### src/rtl/sr_cmd_arbiter_if.sv
// Command handshake bundle for the two requesters of sr_cmd_arbiter.
// The requester side uses the master modport; the arbiter uses the slave modport.
interface sr_cmd_arbiter_if #(
    parameter int NFLAGS = 8,
    parameter int IW     = (NFLAGS > 1) ? $clog2(NFLAGS) : 1
);
    logic          a_valid;
    logic [1:0]    a_op;
    logic [IW-1:0] a_idx;
    logic          a_ready;
    logic          b_valid;
    logic [1:0]    b_op;
    logic [IW-1:0] b_idx;
    logic          b_ready;

    modport master (
        output a_valid, a_op, a_idx, b_valid, b_op, b_idx,
        input  a_ready, b_ready
    );

    modport slave (
        input  a_valid, a_op, a_idx, b_valid, b_op, b_idx,
        output a_ready, b_ready
    );
endinterface

### src/rtl/sr_cmd_arbiter.sv
// Two-port round-robin arbiter applying SET/CLR/TOGGLE commands to a bank of SR flags,
// with one-cycle set/reset strobes and a saturating count of applied commands.
module sr_cmd_arbiter #(
    parameter int NFLAGS = 8
) (
    input  logic               clk,
    input  logic               rst_n,
    sr_cmd_arbiter_if.slave    cmd,
    output logic [NFLAGS-1:0]  q,
    output logic [NFLAGS-1:0]  q_bar,
    output logic [NFLAGS-1:0]  s_strb,
    output logic [NFLAGS-1:0]  r_strb,
    output logic [7:0]         ops_cnt
);
    localparam int IW = (NFLAGS > 1) ? $clog2(NFLAGS) : 1;
    localparam logic [IW:0] NF = (IW + 1)'(NFLAGS);

    typedef enum logic {PORT_A = 1'b0, PORT_B = 1'b1} port_t;
    typedef enum logic [1:0] {OP_NOP = 2'b00, OP_CLR = 2'b01, OP_SET = 2'b10, OP_TOG = 2'b11} op_t;

    port_t             rr_last;
    port_t             rr_next;
    logic              grant_a;
    logic              grant_b;
    logic              xfer;
    logic              idx_ok;
    logic              apply;
    logic              old_bit;
    logic              set_now;
    logic              clr_now;
    op_t               sel_op;
    logic [IW-1:0]     sel_idx;
    logic [NFLAGS-1:0] onehot;
    logic [NFLAGS-1:0] q_next;

    // Round-robin pointer: reset leaves B as last winner so A wins the first contention.
    always_ff @(posedge clk or negedge rst_n) begin
        if (!rst_n) begin
            rr_last <= PORT_B;
        end else begin
            rr_last <= rr_next;
        end
    end

    always_comb begin
        rr_next = rr_last;
        if (grant_a) begin
            rr_next = PORT_A;
        end else if (grant_b) begin
            rr_next = PORT_B;
        end
    end

    always_comb begin
        grant_a     = cmd.a_valid && (!cmd.b_valid || rr_last == PORT_B);
        grant_b     = cmd.b_valid && !grant_a;
        cmd.a_ready = grant_a;
        cmd.b_ready = grant_b;
    end

    // Out-of-range indices behave as NOP; a shifted-out one-hot keeps old_bit safe for them.
    always_comb begin
        xfer    = grant_a || grant_b;
        sel_op  = grant_a ? op_t'(cmd.a_op) : op_t'(cmd.b_op);
        sel_idx = grant_a ? cmd.a_idx : cmd.b_idx;
        idx_ok  = {1'b0, sel_idx} < NF;
        onehot  = NFLAGS'(1) << sel_idx;
        apply   = xfer && idx_ok && (sel_op != OP_NOP);
        old_bit = |(q & onehot);
        set_now = apply && ((sel_op == OP_SET) || ((sel_op == OP_TOG) && !old_bit));
        clr_now = apply && !set_now;
        q_next  = q;
        if (set_now) begin
            q_next = q | onehot;
        end else if (clr_now) begin
            q_next = q & ~onehot;
        end
    end

    always_ff @(posedge clk or negedge rst_n) begin
        if (!rst_n) begin
            q       <= '0;
            s_strb  <= '0;
            r_strb  <= '0;
            ops_cnt <= 8'd0;
        end else begin
            q       <= q_next;
            s_strb  <= set_now ? onehot : '0;
            r_strb  <= clr_now ? onehot : '0;
            if (apply && (ops_cnt != 8'hFF)) begin
                ops_cnt <= ops_cnt + 8'd1;
            end
        end
    end

    assign q_bar = ~q;
endmodule

### src/flat_wrapper.sv
// flat-port wrapper written by rule: the top's interface ports become plain ports
module sr_cmd_arbiter_flat 
#(
    parameter int NFLAGS = 8
)
  (clk, rst_n, q, q_bar, s_strb, r_strb, ops_cnt, cmd_a_valid, cmd_a_op, cmd_a_idx, cmd_b_valid, cmd_b_op, cmd_b_idx, cmd_a_ready, cmd_b_ready);
  sr_cmd_arbiter_if #(.NFLAGS(NFLAGS)) cmd_i ();
  input  logic clk;
  input  logic rst_n;
  output logic [NFLAGS-1:0] q;
  output logic [NFLAGS-1:0] q_bar;
  output logic [NFLAGS-1:0] s_strb;
  output logic [NFLAGS-1:0] r_strb;
  output logic [7:0] ops_cnt;
  input wire logic [$bits(cmd_i.a_valid)-1:0] cmd_a_valid;
  input wire logic [$bits(cmd_i.a_op)-1:0] cmd_a_op;
  input wire logic [$bits(cmd_i.a_idx)-1:0] cmd_a_idx;
  input wire logic [$bits(cmd_i.b_valid)-1:0] cmd_b_valid;
  input wire logic [$bits(cmd_i.b_op)-1:0] cmd_b_op;
  input wire logic [$bits(cmd_i.b_idx)-1:0] cmd_b_idx;
  output wire logic [$bits(cmd_i.a_ready)-1:0] cmd_a_ready;
  output wire logic [$bits(cmd_i.b_ready)-1:0] cmd_b_ready;
  assign cmd_i.a_valid = cmd_a_valid;
  assign cmd_i.a_op = cmd_a_op;
  assign cmd_i.a_idx = cmd_a_idx;
  assign cmd_i.b_valid = cmd_b_valid;
  assign cmd_i.b_op = cmd_b_op;
  assign cmd_i.b_idx = cmd_b_idx;
  assign cmd_a_ready = cmd_i.a_ready;
  assign cmd_b_ready = cmd_i.b_ready;
  sr_cmd_arbiter #(.NFLAGS(NFLAGS)) u_core (.clk(clk), .rst_n(rst_n), .cmd(cmd_i), .q(q), .q_bar(q_bar), .s_strb(s_strb), .r_strb(r_strb), .ops_cnt(ops_cnt));
endmodule
### config.mk
export PLATFORM = sky130hd
export DESIGN_NAME = sr_cmd_arbiter_flat
export DESIGN_NICKNAME = d
export VERILOG_FILES = /design/src/rtl/sr_cmd_arbiter_if.sv /design/src/rtl/sr_cmd_arbiter.sv /design/src/flat_wrapper.sv
export SDC_FILE = /design/constraint.sdc
export NUM_CORES = 1
export LEC_CHECK = 0
export ABC_AREA = 1
export BUFFER_PORTS_ARGS = -buffer_cell sky130_fd_sc_hd__buf_2
export CORE_MARGIN = 5
export CORE_UTILIZATION = 45
export DETAILED_ROUTE_END_ITERATION = 16
export GPL_ROUTABILITY_DRIVEN = 0
export PLACE_DENSITY = 0.73
export SLEW_MARGIN = 20
export SYNTH_ARGS = -nofsm -noshare
export SYNTH_HDL_FRONTEND = slang
export SYNTH_SLANG_ARGS = --single-unit
### constraint.sdc
create_clock -name clk -period 3.1 [get_ports clk]
set_input_delay 0.62 -clock clk [delete_from_list [all_inputs] [get_ports clk]]
set_output_delay 0.62 -clock clk [all_outputs]
set_load 0.02 [all_outputs]
# Yosys cells after proc, flatten, opt, wreduce, memory -nomap -nowiden
# Cells that the tools add are included.
dict set report totals {
  elab_cells 41
  in_bits 14
  output_inout_bits 42
  regBits 33
}
dict set report classes {
  n_eq_ne 3
  addsub 1
  n_reduce_logical 18
  muxes 8
  bitwise_logic 5
  shifts 1
}
# cell n
set op_table {}
lappend op_table {{$mux W8} 4}
lappend op_table {{$and A8 B8 Y8} 2}
lappend op_table {{$not A8 Y8} 2}
lappend op_table {{$add A8 B1 Y8 const B} 1}
lappend op_table {{$ne A8 B8 Y1 const B} 1}
lappend op_table {{$or A8 B8 Y8} 1}
lappend op_table {{$reduce_or A8 Y1} 1}
lappend op_table {{$shl A1 B3 Y8 const A} 1}
lappend op_table {{$logic_and A1 B1 Y1} 7}
lappend op_table {{$reduce_bool A2 Y1} 3}
lappend op_table {{$eq A2 B2 Y1 const B} 2}
lappend op_table {{$logic_not A1 Y1} 4}
lappend op_table {{$logic_or A1 B1 Y1} 3}
lappend op_table {{$mux W3} 1}
lappend op_table {{$mux W1} 2}
lappend op_table {{$mux W2} 1}

# Depth between registers and ports, before layout
dict set report depth {
  ltp_word 15
  depth_mapped 15
  mapped_depth_nobuf 14
}

# Least setup slack after synthesis
# No wires, ideal clock.
dict set report synth_timing {
  path_kind {input to register}
  start {input cmd_b_valid}
  end {register (tool-made name)}
  setup_ns 0.119
  stages 14
  arrival_ns 1.799
  slack_ns 1.182
  path_buffers 1
  required_time_ns 2.981
  path_cell_list {nand2_2 nand2_4 clkinv_2 nand2_2 nand2_4 nor2_2 nand2_1 nand2_1 nor2_2 nand2_2 nand2_4 buf_12 nand4_2 nand2_1}
}
# item line_no
set synth_lines {}
lappend synth_lines {{from (decl)} flat_wrapper.sv:18} ;# input wire logic [$bits(cmd_i.b_valid)-1:0] cmd_b_valid;

# Final worst setup path
dict set report layout_timing {
  start {register u_core.rr_last}
  end {output cmd_b_ready}
}
dict set report layout_via {
  elab_chain_cells 4
}
# item line_no
set layout_rtl {}
lappend layout_rtl {{from (decl)} sr_cmd_arbiter.sv:21} ;# port_t rr_last;
lappend layout_rtl {{from (signal assigned)} sr_cmd_arbiter.sv:41} ;# rr_last <= rr_next;
lappend layout_rtl {{$logic_or A1 B1 Y1} sr_cmd_arbiter.sv:55} ;# grant_a = cmd.a_valid && (!cmd.b_valid || rr_last == PORT_B);
lappend layout_rtl {{$logic_and A1 B1 Y1} sr_cmd_arbiter.sv:55}
lappend layout_rtl {{$logic_not A1 Y1} sr_cmd_arbiter.sv:56} ;# grant_b = cmd.b_valid && !grant_a;
lappend layout_rtl {{$logic_and A1 B1 Y1} sr_cmd_arbiter.sv:56}
lappend layout_rtl {{to (decl)} flat_wrapper.sv:22} ;# output wire logic [$bits(cmd_i.b_ready)-1:0] cmd_b_ready;
# No other way between the ends.

==> reports/qor.txt <==
Worst setup path class: reg -> out
Iteration count of the initial detailed-routing pass: 4
Syn-to-layout area delta: 23.1%
Static power due to leakage: 1.19 nW
Post-synthesis xor/xnor area fraction: 3.72%
Number of DRC violations after detailed routing: 0
WP data required: 2.48 ns
Post-synthesis net count: 195
Num CTS Buffers: 5
Post-layout total power: 1.58 mW
Latest clock arrival within the worst-skew pair: 0.28 ns
Routed wire length: 3.20 mm
Worst slack on hold paths: 0.379 ns
Family with the most delay on the worst path: flip-flops
Endpoint arrival time on the critical path: 1.31 ns
Hold Fails Final Rpt: 0
Count of final max-slew check failures: 0
Worst hold path type: in -> async
Clock transition at the registers of the reported paths: 0.06 ns
DR WL/cell: 11.1 um
Via count of the routed design: 1,342
Slowest stage cell on the critical path: sky130_fd_sc_hd__dfstp_2
Antenna Violating Nets Remaining: 0
Max FO, Critical Path: 10
Antenna violations before repair: 0
Library cells used by synthesis: 27
Final Critical Period: 1.93 ns
Share of synthesized area spent on multiplexers: 0.683%
Number of nets in the layout: 254
IR drop worst, VDD: 0.000315 V
Wire length of the first global-routing pass: 5.61 mm
Die ar.: 4980 um2
Yosys warning total: 0
Main combinational cell family by area after synthesis: simple AND/OR/NAND/NOR gates
Buffer levels on the longest clock path: 2
Slew of the pin with the lowest slew margin: 0.672 ns
Starting Density: 45.7%
HPWL reported at the end of detailed placement: 2.52 mm
Placed cell count: 280
Final Skew: 0.00441 ns
Count of hold buffers inserted by post-cts repair: 0
Largest net degree at the start of global routing: 34
Status: finished, final reports clean
Setup repair after global routing missed its margin: false
Headroom to the max-slew limit: 55.2%
Synth Area in Simple Gates: 29.4%
PostCTS Resize Cnt: 0
Post-synthesis cell area: 1650 um2
Total power density per cell area: 776 nW/um2
CP endpoint kind: output port
Slowest stage delay, CP: 0.51 ns
Cell area after layout: 2030 um2
CP Buf/Inv Count: 3
Max-Cap Viols: 0
Via/cell ratio: 4.66
Count of input and output buffers: 55
Sequential element share of the synthesized area: 50.2%
Via count of the first global-routing pass: 1,244
Global-route usage over all layers: 14.3%
Sinks on the clock net: 33
Remaining Overflow, GRT: 0
Post-CTS setup repair buffer count: 0
Number of filler cells placed in the layout: 358
Summed negative setup slack over all endpoints: 0 ns
Number of antenna cells inserted: 0
Cells after Synth: 180
Die span in y: 70.5 um
CP Cell Sequence: inv_1 > nand2_2 > nand2_4 > clkinv_2 > nor2_1 > buf_2
Core area: 3610 um2
Crit path launch type: register
TritonCTS clock tree: yes
Fraction of final layout cells sized beyond drive strength 1: 39.2%
Post-DP Area: 1950 um2
Fmax achieved: 517 MHz
Part of the cycle the worst path needs: 62.4%
Number of non-filler instances in the completed layout: 288
Horizontal die dimension: 70.5 um
Number of ports placed on the die boundary: 56
Number of setup violations in the final report: 0
Detailed router's first-iteration violation count: 71
Adder and majority cell fraction of the synthesized area: 0.759%
Number of placement rows: 22
Register bit total from synthesis: 33
Deepest level of the CTS H-tree: 2
Average cell area after synthesis: 9.16 um2
Compound-gate portion of the synthesized area: 6.30%
Clk Tree Root Cell: sky130_fd_sc_hd__clkbuf_8
[layout by cell type, fill, tap and decap left out, types with 6 or more instances in the layout]
master                     n
sky130_fd_sc_hd__inv_1    28
sky130_fd_sc_hd__buf_2    55
sky130_fd_sc_hd__a21oi_2   8
sky130_fd_sc_hd__nor2_2    6
sky130_fd_sc_hd__nand4_1  11
sky130_fd_sc_hd__nand2_2   7
sky130_fd_sc_hd__dfrtp_1  32
sky130_fd_sc_hd__nand3_1   6
sky130_fd_sc_hd__nor2_1    8
sky130_fd_sc_hd__nand2_1  45
[final cells by class]
cell class	instances	area, um2	share of cell area (%)
Clock buffer	8	80.1	3.95
Timing Repair Buffer	55	275	13.6
Sequential cell	33	827	40.8
Tap cell	48	60.1	2.96
Inverter	30	114	5.61
Multi-Input combinational cell	114	673	33.2
[per-layer routing]
layer / wire length, um / share of wire [%] / vias up / track usage [%]
met4: 71 / 2.2 / 0 / 8.14
met2: 1380 / 43 / 53 / 21.2
met1: 1470 / 46 / 606 / 18.4
li1: - / - / 677 / -
met3: 275 / 8.6 / 6 / 4.69
met5: 0 / 0 / - / 0
[logic make-up (layout without fill, tap and decap cells)]
group / after synthesis / after routing
simple gates: 93 / 93
flops: 33 / 33
buf+inv: 33 / 93
compound gates: 12 / 12
xor+xnor: 7 / 7
fa+ha+maj: 1 / 1
mux: 1 / 1
[final timing paths]
check | from | endpoint | slack (ns) | depth (start not counted)
setup / recovery | u_core.rr_last$_DFFE_PN1P_ | cmd_b_ready | 1.17 | 6
hold / removal | rst_n | async pin | 0.38 | 1
setup reg to reg | u_core.rr_last$_DFFE_PN1P_ | u_core.ops_cnt[6]$_DFFE_PN0P_ | 1.18 | 10
hold reg to reg | u_core.ops_cnt[7]$_DFFE_PN0P_ | u_core.ops_cnt[7]$_DFFE_PN0P_ | 0.50 | 1
max in group asynchronous | rst_n | u_core.r_strb[5]$_DFF_PN0_ | 2.29 | 1
min in group clk | u_core.ops_cnt[7]$_DFFE_PN0P_ | u_core.ops_cnt[7]$_DFFE_PN0P_ | 0.50 | 1
[report_power, final]
part	leakage [nW]	switching [mW]	internal, mW
combinational	0.719	0.420	0.217
sequential	0.430	0.110	0.536
clock	0.0395	0.134	0.159
[metrics by stage]
step                      util (%)  worst slack (ns)
after global routing          56.3             0.936
after CTS                     56.3              1.15
after floorplan                  -              1.18
after global placement        54.1             0.973
after detailed placement      54.1             0.940
final                         56.3              1.17
[cell usage after synthesis]
library cell                n  area, um2
sky130_fd_sc_hd__nand2_1   45        169
sky130_fd_sc_hd__dfrtp_1   32        801
sky130_fd_sc_hd__inv_1     28        105
sky130_fd_sc_hd__nand4_1   11       68.8
sky130_fd_sc_hd__a21oi_2    8       70.1
sky130_fd_sc_hd__nor2_1     8       30.0
sky130_fd_sc_hd__nand2_2    7       43.8
sky130_fd_sc_hd__nand3_1    6       30.0
sky130_fd_sc_hd__nor2_2     6       37.5
sky130_fd_sc_hd__xnor2_1    5       43.8
sky130_fd_sc_hd__nand2_4    4       45.0
sky130_fd_sc_hd__buf_4      2       15.0
sky130_fd_sc_hd__nand4_2    2       25.0
sky130_fd_sc_hd__o21ai_1    2       10.0
sky130_fd_sc_hd__xor2_1     2       17.5
sky130_fd_sc_hd__a21boi_4   1       18.8
sky130_fd_sc_hd__buf_12     1       20.0
sky130_fd_sc_hd__clkinv_2   1       5.00
sky130_fd_sc_hd__dfstp_2    1       26.3
sky130_fd_sc_hd__ha_1       1       12.5
sky130_fd_sc_hd__inv_2      1       3.75
sky130_fd_sc_hd__mux2_2     1       11.3
sky130_fd_sc_hd__nand3_2    1       10.0
sky130_fd_sc_hd__nand3b_1   1       7.51
sky130_fd_sc_hd__nor2_4     1       11.3
sky130_fd_sc_hd__o21ai_0    1       5.00
sky130_fd_sc_hd__or2_1      1       6.26
(Power assumes the default switching activity.)
